$ cat config.mk
export PLATFORM = sky130hd
export DESIGN_NAME = qerv_dbus_ram_resp
export DESIGN_NICKNAME = d
export VERILOG_FILES = /design/src/rtl/qerv_dbus_pkg.sv /design/src/rtl/qerv_dbus_wscnt.sv /design/src/rtl/qerv_dbus_ram_resp.sv
export SDC_FILE = /design/constraint.sdc
export NUM_CORES = 1
export LEC_CHECK = 0
export ABC_CLOCK_PERIOD_IN_PS = 1800
export BUFFER_PORTS_ARGS = -buffer_cell sky130_fd_sc_hd__clkbuf_2
export CAP_MARGIN = 10
export CORE_MARGIN = 2
export CORE_UTILIZATION = 40
export DETAILED_ROUTE_END_ITERATION = 6
export GPL_TIMING_DRIVEN = 1
export PLACE_DENSITY = 0.73
export SYNTH_ARGS = -nofsm -noshare
export SYNTH_HDL_FRONTEND = slang
export SYNTH_HIERARCHICAL = 1
export SYNTH_SLANG_ARGS = --single-unit
$ cat constraint.sdc
create_clock -name i_clk -period 1.8 [get_ports i_clk]
set_input_delay 0.54 -clock i_clk [delete_from_list [all_inputs] [get_ports i_clk]]
set_output_delay 0.54 -clock i_clk [all_outputs]
set_load 0.02 [all_outputs]
$ cat src/rtl/qerv_dbus_pkg.sv
// Shared FSM encoding and limits for the qerv data-bus SRAM responder.
// Latency: n/a (definitions only).
// Backpressure: n/a.
package qerv_dbus_pkg;

  typedef enum logic [2:0] {
    ST_IDLE   = 3'd0,
    ST_WAIT   = 3'd1,
    ST_ACCESS = 3'd2,
    ST_RESP   = 3'd3,
    ST_HOLD   = 3'd4
  } dbus_state_t;

  localparam int WS_MAX = 15;

endpackage

$ cat src/rtl/qerv_dbus_wscnt.sv
// Wait-state down-counter: loads a start value, decrements toward zero, flags zero.
// Latency: o_zero follows the registered count one cycle after load/decrement.
// Backpressure: none; the caller gates decrement and saturation holds it at zero.
module qerv_dbus_wscnt (
  input  logic       i_clk,
  input  logic       i_rst_n,
  input  logic       i_load,
  input  logic [3:0] i_load_val,
  input  logic       i_dec,
  output logic       o_zero
);

  logic [3:0] cnt;

  always_ff @(posedge i_clk or negedge i_rst_n) begin
    if (!i_rst_n) begin
      cnt <= 4'd0;
    end else if (i_load) begin
      cnt <= i_load_val;
    end else if (i_dec && (cnt != 4'd0)) begin
      cnt <= cnt - 4'd1;
    end
  end

  assign o_zero = (cnt == 4'd0);

endmodule

$ cat src/rtl/qerv_dbus_ram_resp.sv
// Wishbone-classic data-bus responder backed by a single-port byte-enable sync SRAM.
// Latency: request captured at edge 0, SRAM enabled after edge WAIT_STATES, ack/err+rdt after edge 2+WAIT_STATES.
// Backpressure: master holds cyc until ack/err; one HOLD cycle follows every response, cyc drop in WAIT aborts.
module qerv_dbus_ram_resp
  import qerv_dbus_pkg::*;
#(
  parameter int AW          = 10,
  parameter int WAIT_STATES = 0,
  parameter int ADDR_CHECK  = 1
) (
  input  logic          i_clk,
  input  logic          i_rst_n,
  input  logic [31:0]   i_wb_adr,
  input  logic [31:0]   i_wb_dat,
  input  logic [3:0]    i_wb_sel,
  input  logic          i_wb_we,
  input  logic          i_wb_cyc,
  output logic [31:0]   o_wb_rdt,
  output logic          o_wb_ack,
  output logic          o_wb_err,
  output logic [AW-1:0] o_mem_addr,
  output logic [31:0]   o_mem_wdata,
  output logic [3:0]    o_mem_be,
  output logic          o_mem_we,
  output logic          o_mem_en,
  input  logic [31:0]   i_mem_rdata
);

  localparam int          WS      = (WAIT_STATES > WS_MAX) ? WS_MAX : WAIT_STATES;
  localparam logic [3:0]  WS_LOAD = (WS > 0) ? 4'(WS - 1) : 4'd0;
  localparam logic [30:0] DEPTH   = 31'(1) << AW;

  dbus_state_t   state;
  logic [AW-1:0] req_addr;
  logic [31:0]   req_dat;
  logic [3:0]    req_sel;
  logic          req_we;
  logic          req_err;
  logic          adr_oor;
  logic          ws_load;
  logic          ws_dec;
  logic          ws_zero;
  logic          unused_adr;

  // Compare the full word address so bits above the SRAM depth cannot alias.
  assign adr_oor    = (ADDR_CHECK != 0) && ({1'b0, i_wb_adr[31:2]} >= DEPTH);
  assign unused_adr = ^i_wb_adr[1:0];

  assign ws_load = (state == ST_IDLE) && i_wb_cyc;
  assign ws_dec  = (state == ST_WAIT) && !ws_zero;

  qerv_dbus_wscnt u_wscnt (
    .i_clk      (i_clk),
    .i_rst_n    (i_rst_n),
    .i_load     (ws_load),
    .i_load_val (WS_LOAD),
    .i_dec      (ws_dec),
    .o_zero     (ws_zero)
  );

  assign o_mem_addr  = req_addr;
  assign o_mem_wdata = req_dat;

  always_ff @(posedge i_clk or negedge i_rst_n) begin
    if (!i_rst_n) begin
      state    <= ST_IDLE;
      req_addr <= '0;
      req_dat  <= 32'h0;
      req_sel  <= 4'h0;
      req_we   <= 1'b0;
      req_err  <= 1'b0;
      o_mem_en <= 1'b0;
      o_mem_we <= 1'b0;
      o_mem_be <= 4'h0;
      o_wb_ack <= 1'b0;
      o_wb_err <= 1'b0;
      o_wb_rdt <= 32'h0;
    end else begin
      case (state)
        ST_IDLE: begin
          if (i_wb_cyc) begin
            req_addr <= i_wb_adr[AW+1:2];
            req_dat  <= i_wb_dat;
            req_sel  <= i_wb_sel;
            req_we   <= i_wb_we;
            req_err  <= adr_oor;
            if (WS == 0) begin
              state    <= ST_ACCESS;
              o_mem_en <= !adr_oor;
              o_mem_we <= i_wb_we && !adr_oor;
              o_mem_be <= adr_oor ? 4'h0 : i_wb_sel;
            end else begin
              state <= ST_WAIT;
            end
          end
        end
        ST_WAIT: begin
          if (!i_wb_cyc) begin
            state <= ST_IDLE;
          end else if (ws_zero) begin
            state    <= ST_ACCESS;
            o_mem_en <= !req_err;
            o_mem_we <= req_we && !req_err;
            o_mem_be <= req_err ? 4'h0 : req_sel;
          end
        end
        ST_ACCESS: begin
          o_mem_en <= 1'b0;
          o_mem_we <= 1'b0;
          o_mem_be <= 4'h0;
          state    <= ST_RESP;
        end
        ST_RESP: begin
          // SRAM read data is valid this cycle; it lands in rdt alongside ack.
          if (req_err) begin
            o_wb_err <= 1'b1;
            if (!req_we) o_wb_rdt <= 32'h0;
          end else begin
            o_wb_ack <= 1'b1;
            if (!req_we) o_wb_rdt <= i_mem_rdata;
          end
          state <= ST_HOLD;
        end
        ST_HOLD: begin
          o_wb_ack <= 1'b0;
          o_wb_err <= 1'b0;
          state    <= ST_IDLE;
        end
        default: state <= ST_IDLE;
      endcase
    end
  end

endmodule

# After elaboration in Yosys (flattened, before gate mapping)
# Index checks and enable logic that the tools add are counted.
[totals] latch_bits=0 input_bits=104 word_cells=73 n_memories=0 rom_bits=0 regBits=95 ram_bits=0 out_inout_bits=82
[classes] div_mod_pow=0 bitwise=1 eq_ne=10 add_sub_neg=1 n_shift=0 n_reduce_logical=20 order_cmp=1 mux=27 n_mul=0
[ops] operator="2-to-1 mux 32 bit" n=3
[ops] operator="greater-or-equal comparator 30 x 11 -> 1 bit (second input constant)" n=1
[ops] operator="2-to-1 mux 4 bit" n=7
[ops] operator="case mux 3 bit (4 select lines)" n=1
[ops] operator="case mux 4 bit (3 select lines)" n=1
[ops] operator="!= test 2 bit (second input constant)" n=5
[ops] operator="AND reduction 2 bit" n=5
[ops] operator="2-to-1 mux 3 bit" n=3
[ops] operator="2-to-1 mux 1 bit" n=8
[ops] operator="equality test 3 x 2 -> 1 bit (second input constant)" n=2
[ops] operator="case mux 1 bit (3 select lines)" n=2
[ops] operator="logical AND 1 bit" n=5
[ops] operator="logical NOT 4 bit" n=1
[ops] operator="case mux 1 bit (2 select lines)" n=2
[ops] operator="AND reduction 4 bit" n=1
[ops] operator="nonzero test 2 bit" n=2
[ops] operator="nonzero test 4 bit" n=1
[ops] operator="subtractor 4 x 1 -> 4 bit (second input constant)" n=1
[ops] operator="equality test 3 x 1 -> 1 bit (second input constant)" n=1
[ops] operator="equality test 3 bit (second input constant)" n=1
[ops] operator="logical NOT 1 bit" n=3
[ops] operator="logical NOT 3 bit" n=1
[ops] operator="!= test 3 bit (second input constant)" n=1
[ops] operator="nonzero test 3 bit" n=1
[ops] operator="inverter 1 bit" n=1

# Logic depth before layout (Yosys ltp)
# Gate-level depths: netlist (run 1).
[logic_depth] depth_word=6 mapped_depth=8 mapped_depth_nobuf=7

# Cells and area by module
# The synthesis (run 1) kept the hierarchy.
[modules_own_cells] module="qerv_dbus_ram_resp" seq_area_each_um2=2277.2 cells_each=303 instances=1 area_each_um2=3771.1
[modules_own_cells] module="qerv_dbus_wscnt" seq_area_each_um2=100.1 cells_each=27 instances=1 area_each_um2=270.3

# Worst setup path after synthesis (run 1)
# OpenSTA, ideal clock, no wires.
[synth_path] path_kind="register to register" from="register u_wscnt.cnt[0]" to="register o_mem_en" setup_slack_ns=-0.170 arrival_time_ns=1.849 required_ns=1.679 path_stages_with_launch=9 setup_ns=0.121 period_less_slack_ns=1.970 path_buffers=1 cell_sequence="dfrtp_1 -> inv_1 -> ha_1 -> nor3b_2 -> nand2b_4 -> a211oi_4 -> buf_4 -> nand2b_1 -> o22a_1"
[synth_between] elab_chain_len=3
[synth_lines] item="from (decl)" line="qerv_dbus_wscnt.sv:13" source="logic [3:0] cnt;"
[synth_lines] item="from (signal assigned)" line="qerv_dbus_wscnt.sv:19" source="cnt <= i_load_val;"
[synth_lines] item="from (signal assigned)" line="qerv_dbus_wscnt.sv:21" source="cnt <= cnt - 4'd1;"
[synth_lines] item="logical NOT 4 bit" line="qerv_dbus_wscnt.sv:25" source="assign o_zero = (cnt == 4'd0);"
[synth_lines] item="net ws_zero" line="qerv_dbus_ram_resp.sv:42" source="logic ws_zero;"
[synth_lines] item="!= test 2 bit (no source line)"
[synth_lines] item="AND reduction 4 bit (no source line)"
[synth_lines] item="to (signal assigned)" line="qerv_dbus_ram_resp.sv:89" source="o_mem_en <= !adr_oor;"
[synth_lines] item="to (signal assigned)" line="qerv_dbus_ram_resp.sv:102" source="o_mem_en <= !req_err;"
[synth_lines] item="to (decl)" line="qerv_dbus_ram_resp.sv:25" source="output logic o_mem_en,"
# The timed path passes the listed nets, and every way through them passes these cells.
# A chain may end at the register's enable or synchronous reset.

# Final worst setup path (run 1)
[layout_path] from="register u_wscnt.cnt[0]" to="register o_mem_be[0]"
[layout_between] elab_chain_len=3
[layout_lines] item="logical NOT 4 bit" line="qerv_dbus_wscnt.sv:25"
[layout_lines] item="net ws_zero" line="qerv_dbus_ram_resp.sv:42"
[layout_lines] item="!= test 2 bit (no source line)"
[layout_lines] item="AND reduction 4 bit (no source line)"
[layout_lines] item="to (signal assigned)" line="qerv_dbus_ram_resp.sv:91" source="o_mem_be <= adr_oor ? 4'h0 : i_wb_sel;"
[layout_lines] item="to (signal assigned)" line="qerv_dbus_ram_resp.sv:104" source="o_mem_be <= req_err ? 4'h0 : req_sel;"
[layout_lines] item="to (decl)" line="qerv_dbus_ram_resp.sv:23" source="output logic [3:0] o_mem_be,"
# The timed path passes the listed nets, and every way through them passes these cells.

==> results by group, run 1 <==
STA
  • Final setup viols: 6
  • Worst slew pin tran: 508 ps
  • Final Slew Violations: 0
  • Unrepaired setup endpoints after global routing: true
  • Hold slack: 213 ps
  • Crit share post-route: 105%
  • Final Hold Fails: 0
  • Worst Skew: 7.12 ps
  • Rel. slew slack: 66.1%
  • Tmin final: 1890 ps
  • Final worst setup slack: -86.8 ps
  • Fmax: 530 MHz

Synthesis
  • XOR/XNOR share of the synthesized area: 0%
  • Post-Synth Adder-Cell Area: 0.310%
  • Top_reg_cell synth: dfrtp_1
  • Netlist cell types: 41
  • Async set or reset register ratio after synthesis: 100%
  • Largest family of logic cells by synthesized area: simple AND/OR/NAND/NOR gates
  • Syn_area_per_cell: 12.2 um^2
  • Syn Std Cell Area: 4040 um^2
  • Post-synthesis mux area share: 13.1%
  • Synth Area in Simple Gates: 16.1%
  • Ys Warns: 6
  • Yosys top cell area share: 58.8%
  • Synthesized flop and latch total: 95
  • Post-synth EDFFs: 0
  • Register area share after synthesis: 58.8%
  • Cell taking the most area after synthesis: dfrtp_1
  • Synthesized instance count: 330
  • Compound-Gate Fraction of Synth Area: 8.14%
  • Ranking of synthesized cells by area: dfrtp_1 59%, mux2_2 13%, nand2b_1 5.7%

Die
  • Die height: 105 um
  • Die Width: 105 um
  • Die area: 10,900 um^2
  • Initial core utilization: 41.3%
  • IO Count: 186
  • Row cnt: 36
  • Core area: 9770 um^2

Power and ir drop
  • Sequential Power Share: 39.7%
  • Maximum VDD drop: 950 uV
  • Sw power: 3.52 mW
  • Clock power frac: 13.6%
  • Int Pwr: 5.47 mW
  • Logic gate share of total power: 46.7%
  • Leak Pwr: 2.70 nW
  • Switch share: 39.2%
  • PwrDens: 1640 nW/um^2
  • Total power: 8.99 mW

Global route
  • First-pass GRT wire length: 15,300 um
  • Vias in the first global route: 3,267
  • Initial antenna violation count: 0
  • GRT overflow: 0
  • Largest net degree at the start of global routing: 96
  • GRT Total Usage: 17.3%

Final layout
  • # diodes: 0
  • Commonest non-fill, non-tap cell in the layout: clkbuf_2
  • Most frequent cells in the layout: 182 x clkbuf_2, 95 x dfrtp_1, 47 x mux2_2
  • Layout area overhead: 35.4%
  • Ratio of cells with drive above 1 in the final layout: 52.5%
  • Layout Nets: 641

Drt
  • First-pass DRT Iterations: 5
  • Via/cell ratio: 4.77
  • DR iter-0 viols: 112
  • Via count: 3,214
  • Total Wirelength: 9120 um
  • DRC: 0
  • Post-DR wirelength/cell: 13.5 um
  • DRT antenna net count: 0

CTS
  • H-tree depth: 3
  • Worst skew pair latency: 350 ps
  • CTS clk-pin slew, worst paths: 80 ps
  • Max Buffers Root-to-Sink: 2
  • CTS tree: yes
  • Cell at the root of the clock tree: clkbuf_8
  • Clk sinks: 95
  • Num CTS Buffers: 9

Run status
  • Violated checks: negative setup slack
  • Status: finished with violations

Min path
  • Worst Hold Class: in -> async

Flow run
  • Max_cap viols: 0

Worst setup path
  • Worst setup EP type: flip-flop
  • Worst path required time: 2040 ps
  • Critical path class: reg -> reg
  • Setup crit start kind: flip-flop
  • Crit-path max FO: 9
  • Data arrival, critical path: 2120 ps

Placement
  • Final HPWL DP: 6540 um
  • Final Wtd Congestion: 0.770
  • I/O Buffers: 183
## synthesized netlist by cell type (2+ instances only)
cell	n
dfrtp_1	95
a21oi_1	4
mux2_2	47
nor2b_1	5
o21ai_0	32
clkbuf_1	6
nor2_1	5
inv_1	3
nand2b_1	37
a311o_1	5
o21ai_1	3
buf_2	4
and3_1	5
nor4_1	5
nand2_1	38
nor3_1	4
nand3_1	2
buf_6	7
## power by group through the flow
stage | registers [mW] | logic [mW] | clock network, mW
2_1_floorplan | 4.50 | 1.66 | 0
3_3_place_gp | 3.54 | 3.90 | 0
3_5_place_dp | 3.60 | 4.01 | 0
4_1_cts | 3.57 | 4.19 | 1.29
5_1_grt | 3.69 | 4.54 | 1.38
6_report | 3.57 | 4.19 | 1.22
## state kept, by name (all words and copies together) (netlist names), 3 cells and up
register / flops
o_mem_be: 4
state: 3
req_sel: 4
o_mem_addr: 10
o_mem_wdata: 32
o_wb_rdt: 32
u_wscnt/cnt: 4
## metal layers
layer	share of wire (%)	global-route usage [%]	up-vias
li1	-	-	1545
met3	8.6	5.51	16
met1	42	21.5	1527
met5	0	0	-
met2	47	27.7	126
met4	2.4	7.82	0
## what timing repair did
| action | in CTS | in global routing |
|---|---|---|
| setup buffers | 3 | 5 |
| hold endpoints to repair | 0 | 0 |
| gates resized for setup | 2 | 8 |
| pin swaps | 0 | 4 |
| endpoints found under the setup margin | 7 | 10 |
| hold buffers | 0 | 0 |
| gates cloned | 1 | 0 |
## per-stage QoR
stage	area [um^2]	TNS (ps)	instances	util, %	worst slack (ps)
2_1_floorplan	4070	-73.7	333	-	-26.4
3_3_place_gp	5210	-15.9	650	53.3	-6.87
3_5_place_dp	5210	-159	650	53.3	-41.2
4_1_cts	5430	-326	670	55.6	-45.1
5_1_grt	5470	-1330	674	56.0	-205
6_report	5470	-410	674	56.0	-86.8
## final timing paths
path / from / endpoint / slack, ps / cells past startpoint
worst max-delay path: u_wscnt/cnt[0]$_DFFE_PN0P_ / o_mem_be[0]$_DFFE_PN0P_ / -90 / 8
worst min-delay path: i_rst_n / o_mem_wdata[1]$_DFFE_PN0P_ / 210 / 2
worst max register to register: u_wscnt/cnt[0]$_DFFE_PN0P_ / o_mem_be[0]$_DFFE_PN0P_ / -90 / 8
worst min register to register: o_wb_rdt[14]$_DFFE_PN0P_ / o_wb_rdt[14]$_DFFE_PN0P_ / 490 / 2
max in group asynchronous: i_rst_n / o_mem_addr[5]$_DFFE_PN0P_ / 1170 / 2
min in group i_clk: i_mem_rdata[28] / o_wb_rdt[28]$_DFFE_PN0P_ / 410 / 3
## cell families (layout without fill, tap and decap cells)
group,Yosys count,count (layout)
AO/OA/AOI/OAI,52,52
multiplexers,47,47
adder cells (fa/ha/maj),1,1
flip-flops,95,95
other,1,4
buffers and inverters,21,229
AND/OR/NAND/NOR,113,113
## worst max-delay path, cell delays in order (launching register included)
cell      delay [ps]
dfrtp_1          390
inv_1             60
ha_2             180
nor3b_4          290
nand2b_4          80
a211oi_4         320
buf_12           160
nor2b_1           40
a311o_1          260
## final cells by class
cell class              count  area, um^2
well taps                 133         166
flip-flops and latches     95        2380
inverters                   3        11.3
clock inverters             3        18.8
multi-input cells         217        1580
repair buffers            210        1170
clock buffers              13         149
fillers                   851        4300
No activity file was read; power rests on OpenSTA's default activity.
==> run 2: changes to the inputs <==
CAP_MARGIN = default   (was 10)
CTS_CLUSTER_DIAMETER = 120   (was default)
SKIP_LAST_GASP = 1   (was default)
==> run 2 against run 1 <==
Against the previous run: the run still ends with negative setup slack left; die area unchanged; fmax up 0.31%; critical path type unchanged; clock skew about the same; critical path depth unchanged; non-clock buffer count did not move; sequential power about the same; utilization decreased by 0.090 points; sequential share of layout area grew 0.070 points; largest cell class unchanged; worst setup slack gained 5.8 ps.
==> results by group, run 2 (synthesis results as in run 1) <==
CTS
  • Hold Buf Count CTS: 0 (unchanged)
  • CTS clk-pin slew, worst paths: 80 ps (about the same)
  • Clk sinks: 95 (unchanged)
  • Max Buffers Root-to-Sink: 2 (unchanged)
  • Cell at the root of the clock tree: clkbuf_8
  • Worst skew pair latency: 350 ps (about the same)
  • H-tree depth: 3 (unchanged)
  • Num CTS Buffers: 9 (unchanged)
  • CTS tree: yes

STA
  • Unrepaired setup endpoints after global routing: true
  • Crit share post-route: 104% (-0.32 points)
  • Fmax: 532 MHz (+0.31%)
  • Worst slew pin tran: 522 ps (+13.1 ps)
  • Worst Skew: 7.61 ps (+0.492 ps)
  • Final Slew Violations: 0 (unchanged)
  • Tmin final: 1880 ps (-5.82 ps)
  • Final setup viols: 6 (unchanged)
  • Rel. slew slack: 65.2% (-0.87 points)
  • Final worst setup slack: -80.9 ps (+5.82 ps)
  • Final Hold Fails: 0 (unchanged)
  • Setup TNS: -401 ps (+9.48 ps)

Min path
  • Worst Hold Class: in -> async

Final layout
  • Register area: 2380 um^2 (unchanged)
  • Layout area overhead: 35.2%
  • Layout Nets: 641 (unchanged)
  • Most frequent cells in the layout: 182 x clkbuf_2, 95 x dfrtp_1, 47 x mux2_2
  • Ratio of cells with drive above 1 in the final layout: 52.5% (unchanged)
  • Fill cells: 854 (+0.35%)
  • # diodes: 0 (unchanged)
  • Cell area after layout: 5470 um^2 (-0.16%)
  • Commonest non-fill, non-tap cell in the layout: clkbuf_2
  • Multi-input gate area: 1570 um^2 (-0.56%)

Worst setup path
  • Crit path capture: o_mem_be[0]$_DFFE_PN0P_
  • Worst setup EP type: flip-flop
  • Reg2Reg Capture Point: o_mem_be[0]$_DFFE_PN0P_
  • R2R Setup Slk: -80 ps (about the same)
  • CP Launch Point: u_wscnt/cnt[0]$_DFFE_PN0P_
  • Worst path required time: 2040 ps (about the same)
  • Setup crit start kind: flip-flop
  • RR Startpoint: u_wscnt/cnt[0]$_DFFE_PN0P_
  • WP buf/inv: 2 (unchanged)
  • R2R depth: 8 (unchanged)
  • CP Depth: 8 (unchanged)
  • Data arrival, critical path: 2120 ps (about the same)
  • Crit-path max FO: 9 (unchanged)
  • Critical path's top delay family: compound AO/OA/AOI/OAI gates
  • Critical Path Max Stage Delay: 390 ps (about the same)
  • Critical path class: reg -> reg
  • Critical Path Slowest Stage Cell: dfrtp_1
  • CP cell instances: inv_1 -> ha_2 -> nor3b_4 -> nand2b_4 -> a211oi_4 -> buf_12 -> nor2b_1 -> a311o_1

Drt
  • M1 WL: 3910 um (+1.1%)
  • Total Wirelength: 9120 um (about the same)
  • Via/cell ratio: 4.74 (-0.62%)
  • DRT antenna net count: 0 (unchanged)
  • Post-DR wirelength/cell: 13.5 um (about the same)
  • Detailed-routed wire length on met2: 4260 um (-0.12%)
  • First-pass DRT Iterations: 4 (-1)
  • Via count: 3,194 (-0.62%)
  • DRC: 0 (unchanged)
  • DR WL met3: 776 um (-0.89%)
  • Top layer in use: met4
  • DR iter-0 viols: 111 (-0.89%)

Run status
  • Status: finished with violations
  • Violated checks: negative setup slack

Placement
  • Final HPWL DP: 6540 um (unchanged)
  • Dpl cell area: 5210 um^2 (unchanged)
  • Final Wtd Congestion: 0.770 (unchanged)
  • I/O Buffers: 183 (unchanged)

Global route
  • Largest net degree at the start of global routing: 96 (unchanged)
  • GRT Total Usage: 17.3% (unchanged)
  • Initial antenna violation count: 0 (unchanged)
  • First-pass GRT wire length: 15,300 um (unchanged)
  • Vias in the first global route: 3,267 (unchanged)
  • GRT overflow: 0 (unchanged)

Die
  • Core area: 9770 um^2 (unchanged)
  • IO Count: 186 (unchanged)
  • Die height: 105 um (unchanged)
  • Die area: 10,900 um^2 (unchanged)
  • Row cnt: 36 (unchanged)
  • Initial core utilization: 41.3% (unchanged)
  • Die Width: 105 um (unchanged)

Power and ir drop
  • Total power: 8.97 mW (-0.21%)
  • Maximum VDD drop: 952 uV (+0.21%)
  • Leak Pwr: 2.70 nW (about the same)
  • PwrDens: 1640 nW/um^2 (about the same)

Flow run
  • Max_cap viols: 0 (unchanged)
[run 2: repair_timing]
action | in CTS | in global routing
gates cloned | 1 | 0
pin swaps | 0 | 4
buffers inserted | 3 | 5
setup endpoints to repair | 7 | 10
gates resized for setup | 2 | 7
[run 2: where the power goes]
part / leakage (nW) / switching [mW] / total [mW] / internal [mW]
Sequential: 1.19 / 0.533 / 3.56 / 3.03
Combinational: 1.43 / 2.29 / 4.17 / 1.89
Clock: 0.0874 / 0.686 / 1.23 / 0.541
Total: 2.70 / 3.51 / 8.97 / 5.46
[run 2: final cells by class]
type / count / area share, %
inverters: 3 / 0.206
multi-input cells: 217 / 28.7
flip-flops and latches: 95 / 43.5
clock buffers: 13 / 2.72
clock inverters: 3 / 0.343
well taps: 133 / 3.04
repair buffers: 210 / 21.5
[run 2: metrics by stage]
| step | cells | utilization [%] | worst slack [ps] | hold WS [ps] |
|---|---|---|---|---|
| 6_report | 674 | 55.9 | -80.9 | 217 |
| 5_1_grt | 674 | 55.9 | -197 | 253 |
| 4_1_cts | 670 | 55.6 | -45.1 | 245 |
| 3_5_place_dp | 650 | 53.3 | -41.2 | 473 |
| 3_3_place_gp | 650 | 53.3 | -6.87 | 462 |
| 2_1_floorplan | 333 | - | -26.4 | 244 |
[run 2: layer usage]
layer	vias up	track usage, %
li1	1541	-
met1	1511	21.5
met2	127	27.7
met3	15	5.51
met4	0	7.82
met5	-	0
[run 2: how the worst min path moves through the flow]
stage,from,to,slack (ps)
final,i_rst_n,o_mem_wdata[1]$_DFFE_PN0P_,220
after global routing,i_rst_n,req_sel[0]$_DFFE_PN0P_,250
after CTS,i_rst_n,o_mem_wdata[1]$_DFFE_PN0P_,240
after detailed placement,o_wb_rdt[19]$_DFFE_PN0P_,o_wb_rdt[19]$_DFFE_PN0P_,470
after global placement,o_wb_rdt[1]$_DFFE_PN0P_,o_wb_rdt[1]$_DFFE_PN0P_,460
after floorplan,i_rst_n,o_mem_addr[0]$_DFFE_PN0P_,240
